<file path="src/rtl/dotp_pkg.sv">
// dotp_pkg: shared types and constants for the sequential dot-product engine.
//   state_e     : FSM state encoding (IDLE, MUL, DONE)
//   acc_width() : result width 2*W + clog2(N), with N=1 contributing 0 bits
//   SEG_LUT     : active-low 7-segment glyphs, bit 6 = segment a ... bit 0 = g
package dotp_pkg;

  typedef enum logic [1:0] {
    IDLE = 2'd0,
    MUL  = 2'd1,
    DONE = 2'd2
  } state_e;

  // Width that holds the sum of N products of two W-bit values without overflow.
  function automatic int unsigned acc_width(input int unsigned w, input int unsigned n);
    return (n > 1) ? (2 * w + $clog2(n)) : (2 * w);
  endfunction

  localparam logic [6:0] SEG_LUT [16] = '{
    7'b0000001,  // 0
    7'b1001111,  // 1
    7'b0010010,  // 2
    7'b0000110,  // 3
    7'b1001100,  // 4
    7'b0100100,  // 5
    7'b0100000,  // 6
    7'b0001111,  // 7
    7'b0000000,  // 8
    7'b0000100,  // 9
    7'b0001000,  // A
    7'b1100000,  // b
    7'b0110001,  // C
    7'b1000010,  // d
    7'b0110000,  // E
    7'b0111000   // F
  };

endpackage

</file>
<file path="src/rtl/dotp_seq_seg7_decode.sv">
// seg7_decode: combinational hex nibble to active-low 7-segment code.
//   nibble_i [3:0] : value to display
//   seg_c_o  [6:0] : segments a..g (bit 6 = a), low = lit
module seg7_decode
  import dotp_pkg::*;
(
  input  logic [3:0] nibble_i,
  output logic [6:0] seg_c_o
);

  assign seg_c_o = SEG_LUT[nibble_i];

endmodule

</file>
<file path="src/rtl/dotp_seq.sv">
// dotp_seq: sequential unsigned dot product P = sum A[i]*B[i] over N pairs of
// W-bit operands, one shift-add step per cycle (N*W cycles per operation).
// Optional hex display output enabled by macro DOTP_HEX_EN.
//   clk, rst          : clock, synchronous active-high reset
//   in_valid/in_ready : operand handshake (a_in, b_in packed, pair i at [i*W +: W])
//   out_valid/out_ready : result handshake, result held while out_valid
//   result [ACC_W-1:0]  : accumulated dot product
//   busy              : high while iterating (MUL state)
//   hex [7*NDIG-1:0]  : (DOTP_HEX_EN only) active-low digits, LSD in low 7 bits
module dotp_seq
  import dotp_pkg::*;
#(
  parameter  int unsigned W     = 4,
  parameter  int unsigned N     = 2,
  localparam int unsigned ACC_W = acc_width(W, N)
`ifdef DOTP_HEX_EN
  ,
  localparam int unsigned NDIG  = (ACC_W + 3) / 4
`endif
) (
  input  logic               clk,
  input  logic               rst,
  input  logic               in_valid,
  output logic               in_ready,
  input  logic [N*W-1:0]     a_in,
  input  logic [N*W-1:0]     b_in,
  output logic               out_valid,
  input  logic               out_ready,
  output logic [ACC_W-1:0]   result,
  output logic               busy
`ifdef DOTP_HEX_EN
  ,
  output logic [7*NDIG-1:0]  hex
`endif
);

  localparam int unsigned K_W = $clog2(W);
  localparam int unsigned P_W = (N > 1) ? $clog2(N) : 1;

  state_e             state_q, state_d;
  logic [N*W-1:0]     a_q, a_d;
  logic [N*W-1:0]     b_q, b_d;
  logic [ACC_W-1:0]   acc_q, acc_d;
  logic [P_W-1:0]     p_q, p_d;
  logic [K_W-1:0]     k_q, k_d;
  logic               in_ready_q, in_ready_d;
  logic               out_valid_q, out_valid_d;
  logic               busy_q, busy_d;

  // Operand registers shift as they are consumed: the current pair always sits
  // in the low W bits of a_q, and the current multiplier bit in b_q[0].
  always_comb begin
    state_d = state_q;
    a_d     = a_q;
    b_d     = b_q;
    acc_d   = acc_q;
    p_d     = p_q;
    k_d     = k_q;

    unique case (state_q)
      IDLE: begin
        if (in_valid) begin
          a_d     = a_in;
          b_d     = b_in;
          acc_d   = '0;
          p_d     = '0;
          k_d     = '0;
          state_d = MUL;
        end
      end
      MUL: begin
        if (b_q[0]) begin
          acc_d = acc_q + (ACC_W'(a_q[W-1:0]) << k_q);
        end
        b_d = b_q >> 1;
        if (k_q == K_W'(W - 1)) begin
          k_d = '0;
          a_d = a_q >> W;
          if (p_q == P_W'(N - 1)) begin
            p_d     = '0;
            state_d = DONE;
          end else begin
            p_d = p_q + P_W'(1);
          end
        end else begin
          k_d = k_q + K_W'(1);
        end
      end
      DONE: begin
        if (out_ready) begin
          state_d = IDLE;
        end
      end
      default: state_d = IDLE;
    endcase

    // Status outputs are registered copies of the next state.
    in_ready_d  = (state_d == IDLE);
    out_valid_d = (state_d == DONE);
    busy_d      = (state_d == MUL);
  end

  // State and datapath registers.
  always_ff @(posedge clk) begin
    if (rst) begin
      state_q     <= IDLE;
      a_q         <= '0;
      b_q         <= '0;
      acc_q       <= '0;
      p_q         <= '0;
      k_q         <= '0;
      in_ready_q  <= 1'b1;
      out_valid_q <= 1'b0;
      busy_q      <= 1'b0;
    end else begin
      state_q     <= state_d;
      a_q         <= a_d;
      b_q         <= b_d;
      acc_q       <= acc_d;
      p_q         <= p_d;
      k_q         <= k_d;
      in_ready_q  <= in_ready_d;
      out_valid_q <= out_valid_d;
      busy_q      <= busy_d;
    end
  end

  assign in_ready  = in_ready_q;
  assign out_valid = out_valid_q;
  assign busy      = busy_q;
  assign result    = acc_q;

`ifdef DOTP_HEX_EN
  // Hex digits decoded directly from the result register.
  logic [4*NDIG-1:0] res_pad;
  assign res_pad = (4*NDIG)'(acc_q);

  for (genvar j = 0; j < NDIG; j++) begin : g_digit
    seg7_decode u_seg (
      .nibble_i (res_pad[4*j +: 4]),
      .seg_c_o  (hex[7*j +: 7])
    );
  end
`endif

endmodule

</file>
<file path="config.mk">
export PLATFORM = sky130hd
export DESIGN_NAME = dotp_seq
export DESIGN_NICKNAME = d
export VERILOG_FILES = /design/src/rtl/dotp_pkg.sv /design/src/rtl/dotp_seq_seg7_decode.sv /design/src/rtl/dotp_seq.sv
export SDC_FILE = /design/constraint.sdc
export NUM_CORES = 1
export LEC_CHECK = 0
export CORE_MARGIN = 2
export CORE_UTILIZATION = 35
export DETAILED_ROUTE_END_ITERATION = 7
export SYNTH_ARGS = -nofsm -noshare
export SYNTH_HDL_FRONTEND = slang
export SYNTH_SLANG_ARGS = --single-unit
</file>
<file path="constraint.sdc">
create_clock -name clk -period 2.02 [get_ports clk]
set_input_delay 0.606 -clock clk [delete_from_list [all_inputs] [get_ports clk]]
set_output_delay 0.606 -clock clk [all_outputs]
set_load 0.03 [all_outputs]
</file>
### Yosys cells after proc, flatten, opt, wreduce, memory -nomap -nowiden

Index checks and enable logic that the tools add are counted.
W data, S select, Z words.

| storage, ports and cells | value |
|---|---|
| input bits | 20 |
| logic and storage cells | 47 |
| output and inout bits | 12 |
| register bits | 33 |

| operators by class | value |
|---|---|
| equality and inequality tests | 8 |
| shift operators | 1 |
| reductions and logical operators | 6 |
| muxes and demuxes | 20 |
| add/subtract/negate cells | 3 |

Operator list:

| operator | count |
|---|---|
| $pmux W8 S2 | 2 |
| $mux W8 | 3 |
| $mux W9 | 2 |
| $pmux W9 S2 | 1 |
| $mux W2 | 6 |
| $add A9 B9 Y9 | 1 |
| $shl A4 B2 Y9 | 1 |
| $eq A2 B2 Y1 const B | 3 |
| $ne A2 B2 Y1 const B | 3 |
| $pmux W2 S3 | 1 |
| $reduce_and A3 Y1 | 2 |
| $eq A2 B1 Y1 const B | 2 |
| $logic_not A2 Y1 | 2 |
| $pmux W2 S2 | 1 |
| $mux W1 | 3 |
| $add A2 B1 Y2 const B | 1 |
| $pmux W1 S2 | 1 |
| $reduce_and A2 Y1 | 1 |
| $reduce_bool A2 Y1 | 1 |
| $add A1 B1 Y1 const B | 1 |

### Logic depth before layout (Yosys ltp)

Gate-level depths: netlist (run 1).

| depth | value |
|---|---|
| depth after elaboration | 4 |
| mapped depth | 9 |
| mapped depth without buffers | 8 |

### Least setup slack after synthesis (run 1)

OpenSTA, ideal clock, no wires.

| timing path | value |
|---|---|
| path kind | register to register |
| from | register k_q[0] |
| to | register acc_q[8] (netlist: result[8]) |
| library setup time | 0.118 ns |
| arrival | 2.097 ns |
| required time | 1.902 ns |
| setup slack | -0.195 ns |
| stages on the path, launching flop included | 10 |
| path buffers | 1 |
| clock period less this slack | 2.215 ns |
| cells stage by stage | dfxtp_1 -> clkbuf_1 -> nand2b_1 -> nor2_1 -> ha_1 -> fa_1 -> a211oi_1 -> o21ai_0 -> and4b_1 -> mux2i_1 |

| between the ends | value |
|---|---|
| longest elaborated chain between the ends | 4 |

Ends and longest elaborated chain:

| element | RTL line | RTL |
|---|---|---|
| start: declaration | dotp_seq.sv:45 | `logic [K_W-1:0] k_q, k_d;` |
| start signal: assignment | dotp_seq.sv:121 | `k_q <= k_d;` |
| $shl A4 B2 Y9 | dotp_seq.sv:73 | `acc_d = acc_q + (ACC_W'(a_q[W-1:0]) << k_q);` |
| $add A9 B9 Y9 | dotp_seq.sv:73 |  |
| $mux W9 | dotp_seq.sv:72 | `if (b_q[0]) begin` |
| $pmux W9 S2 | dotp_seq.sv:60 | `unique case (state_q)` |
| end signal: assignment | dotp_seq.sv:109 | `acc_q <= '0;` |
| end signal: assignment | dotp_seq.sv:119 | `acc_q <= acc_d;` |
| end: declaration | dotp_seq.sv:43 | `logic [ACC_W-1:0] acc_q, acc_d;` |

No other way between the ends. The select of a mux whose other input is x is not followed.
A chain may end at the register's enable or synchronous reset.

### Final worst setup path (run 1)

| timing path | value |
|---|---|
| from | register k_q[0] |
| to | register acc_q[7] (netlist: result[7]) |

Same word-level chain as after synthesis.

==> results of run 1 <==
-- cells in the final DEF (no fill, tap or decap), types with 3 or more instances in the layout --
cell type	instances
a21oi_1	10
o21a_1	3
buf_4	17
a22oi_1	6
nand2_1	30
nor3b_1	4
buf_12	3
ha_1	8
clkbuf_8	6
clkdlybuf4s50_1	30
nand3_1	3
dfxtp_1	32
o21ai_0	3
a211oi_2	4
nor2_1	31
nor2b_1	4
a311oi_1	11
mux2i_1	5
nor3_1	3
-- worst max-delay path by stage --
stage / start / endpoint
3_5_place_dp: k_q[0] / result[8]
6_report: k_q[0] / result[7]
2_1_floorplan: k_q[0] / result[8]
5_1_grt: k_q[0] / result[6]
3_3_place_gp: k_q[0] / result[8]
4_1_cts: k_q[0] / result[8]
-- report_power, final --
part           total [mW]  internal [mW]  switching [mW]  leakage, nW
clock               0.653          0.402           0.251       0.0585
sequential          0.712          0.684          0.0287        0.271
combinational       0.289          0.156           0.134        0.643
total                1.65           1.24           0.413        0.972
-- tightest hold or removal path, cell delays in order (launching register included) --
cell     delay (ns)
dfxtp_1        0.32
nand2_1        0.06
mux2i_1        0.05
-- layout make-up --
type	count	area, um^2	area share
repair buffers	52	508	0.212
clock buffers	7	86.3	0.0360
well taps	54	67.6	0.0282
multi-input cells	156	1040	0.435
flip-flops and latches	33	664	0.277
clock inverters	1	30.0	0.0125
-- kinds of logic (layout without fill, tap and decap cells) --
| logic type | count (synthesis) | after routing | share of synthesized area |
|---|---|---|---|
| xor+xnor | 3 | 3 | 0.0154 |
| simple gates | 87 | 87 | 0.239 |
| flops | 33 | 33 | 0.388 |
| fa+ha+maj | 9 | 9 | 0.0705 |
| compound gates | 49 | 49 | 0.209 |
| buf+inv | 11 | 60 | 0.0316 |
| mux | 8 | 8 | 0.0470 |
-- sequential cells by signal, summed over array words and instances, names as in the netlist --
name	cells
a_q	8
busy	1
p_q	1
out_valid	1
in_ready	1
result	9
state_q	2
b_q	8
k_q	2
-- routing by layer --
metal	part of all wire	vias up
li1	-	820
met1	0.48	711
met2	0.46	35
met3	0.037	7
met4	0.020	0
met5	0	-
-- repair_timing --
action,4_1_cts,5_1_grt
gates resized for setup,5,10
buffers inserted,1,2
pin swaps,1,4
gates cloned,0,0
setup endpoints to repair,5,5
endpoints found under the hold margin,0,0
==> results.json, run 1 <==
{
  "rows": 25,
  "report.final.slew_viol_count": 0,
  "num-fill-cells": 464,
  "finalSetupTns_ns": 0,
  "place_worst_setup_slack_ns": -0.0221,
  "grt.met1_usage": 0.208,
  "grt-busiest-layer": "met2",
  "r2r_cells": 8,
  "finalHoldViolCount": 0,
  "grt_pass1_vias": 1494,
  "place.detailed.hpwl_mm": 2.85,
  "status": "complete, no violations",
  "hp-class": "reg2reg",
  "antennaDiodeCount": 0,
  "dr.pass1.iters": 4,
  "finalCriticalPeriod_ns": 1.99,
  "cts-buffers-inserted": 5,
  "yosys-top-cells-area": "dfxtp_1 (39%), nor2_1 (6.8%), nand2_1 (6.6%), ha_1 (5.9%), a311oi_1 (5.7%)",
  "use_met3": 0.0398,
  "setup_violations": 0,
  "num_vias": 1573,
  "cap_violations": 0,
  "die_area_mm2": 0.00544,
  "critPathBufInv": 1,
  "holdBufCountCts": 0,
  "drive_gt1_frac": 0.181,
  "drtAntennaViolNets": 0,
  "fin_hold_ws_ns": 0.473,
  "r2r-start": "k_q[0]",
  "root_buffer": "clkbuf_8",
  "required_ns": 2.24,
  "r2r-end": "result[7]",
  "ir_worst_vdd_uv": 356,
  "cpMostUsedCell": "mux2i_1",
  "rrSetupSlack_ns": 0.03,
  "placedCellCount": 292,
  "wire_per_inst_um": 13.2,
  "critPathMaxFanout": 4,
  "cpMaxStageDelayCell": "dfxtp_4",
  "drc": 0,
  "synth_nets": 229,
  "clock_path_buffers": 2,
  "final_util": 0.511,
  "min_to": "result[8]",
  "async_reset_ff_frac": 0,
  "grtUsageMet2": 0.243,
  "synth-edff-count": 0,
  "syn-mean-instance-area_um2": 8.51,
  "grt_pass1_wl_mm": 6.70,
  "powerDensity_mw_per_mm2": 690,
  "grt_setup_unrepaired": "true",
  "cts_htree_levels": 2,
  "io_pins": 32,
  "route.final.wire_length_mm": 4.01,
  "yosysMostFrequentCell": "dfxtp_1",
  "clk_latency_ns": 0.29,
  "finalCritPeriodShare": 0.986,
  "cts.sinks": 33,
  "power_mw": 1.65,
  "placedInstanceArea_mm2": 0.00220,
  "gp_congestion": 0.797,
  "grtUsageTotal": 0.160,
  "tritoncts": "built",
  "slowest_delay_ns": 0.37,
  "nNetsFinal": 277,
  "antenna_found_initial": 0,
  "finClkSkew_ns": 0.00481,
  "syn_inst": 200,
  "portBuffers": 31,
  "critical_path_class": "reg2reg",
  "final_area_mm2": 0.00240,
  "yosys_warnings": 0,
  "p_leak_nw": 0.972,
  "fp.coreArea_mm2": 0.00469,
  "critPathCaptureType": "register",
  "path_cells": "buf_6 > mux2i_4 > mux2i_1 > ha_1 > o211ai_1 > o21a_1 > a211oi_2 > mux2i_1",
  "cts.clk_slew.worst_paths_ns": 0.07,
  "mappedNetlistArea_mm2": 0.00170,
  "tightest_slew_ns": 0.505,
  "yosysTopAreaCell": "dfxtp_1",
  "worstSetupStartpointType": "register",
  "area_growth_pct": 40.9,
  "die_y_um": 73.8,
  "grt_remaining_overflow": 0,
  "worst-path-stages": 8,
  "grt_max_degree": 23,
  "hold_depth": 2,
  "crit_family": "compound AO/OA/AOI/OAI gates",
  "yosysTopAreaCellShare": 0.388,
  "yosys-top-cells-count": "dfxtp_1 (33), nor2_1 (31), nand2_1 (30)",
  "arrival_ns": 2.21,
  "setup_slack_ns": 0.0285,
  "min_from": "result[8]",
  "yosys_register_bits": 33,
  "ys_types": 40,
  "vias_per_cell": 5.19,
  "final_cells": 303,
  "initial_core_util": 0.363,
  "slew-limit-headroom": 0.663,
  "synth_seq_area_share": 0.388,
  "drt_iter0_markers": 40,
  "fmax_ghz": 0.502,
  "synth_flop_cell": "dfxtp_1",
  "die_w_um": 73.8
}
No activity file was read; power rests on OpenSTA's default activity.
==> run 2: changes to the inputs <==
--- a/config.mk
+++ b/config.mk
@@ -8,6 +8,7 @@
 export CORE_MARGIN = 2
 export CORE_UTILIZATION = 35
 export DETAILED_ROUTE_END_ITERATION = 7
+export HOLD_SLACK_MARGIN = 0.06
 export SYNTH_ARGS = -nofsm -noshare
 export SYNTH_HDL_FRONTEND = slang
 export SYNTH_SLANG_ARGS = --single-unit
==> results of run 2 <==
No change in the layout: final DEF, timing and power equal those of run 1.
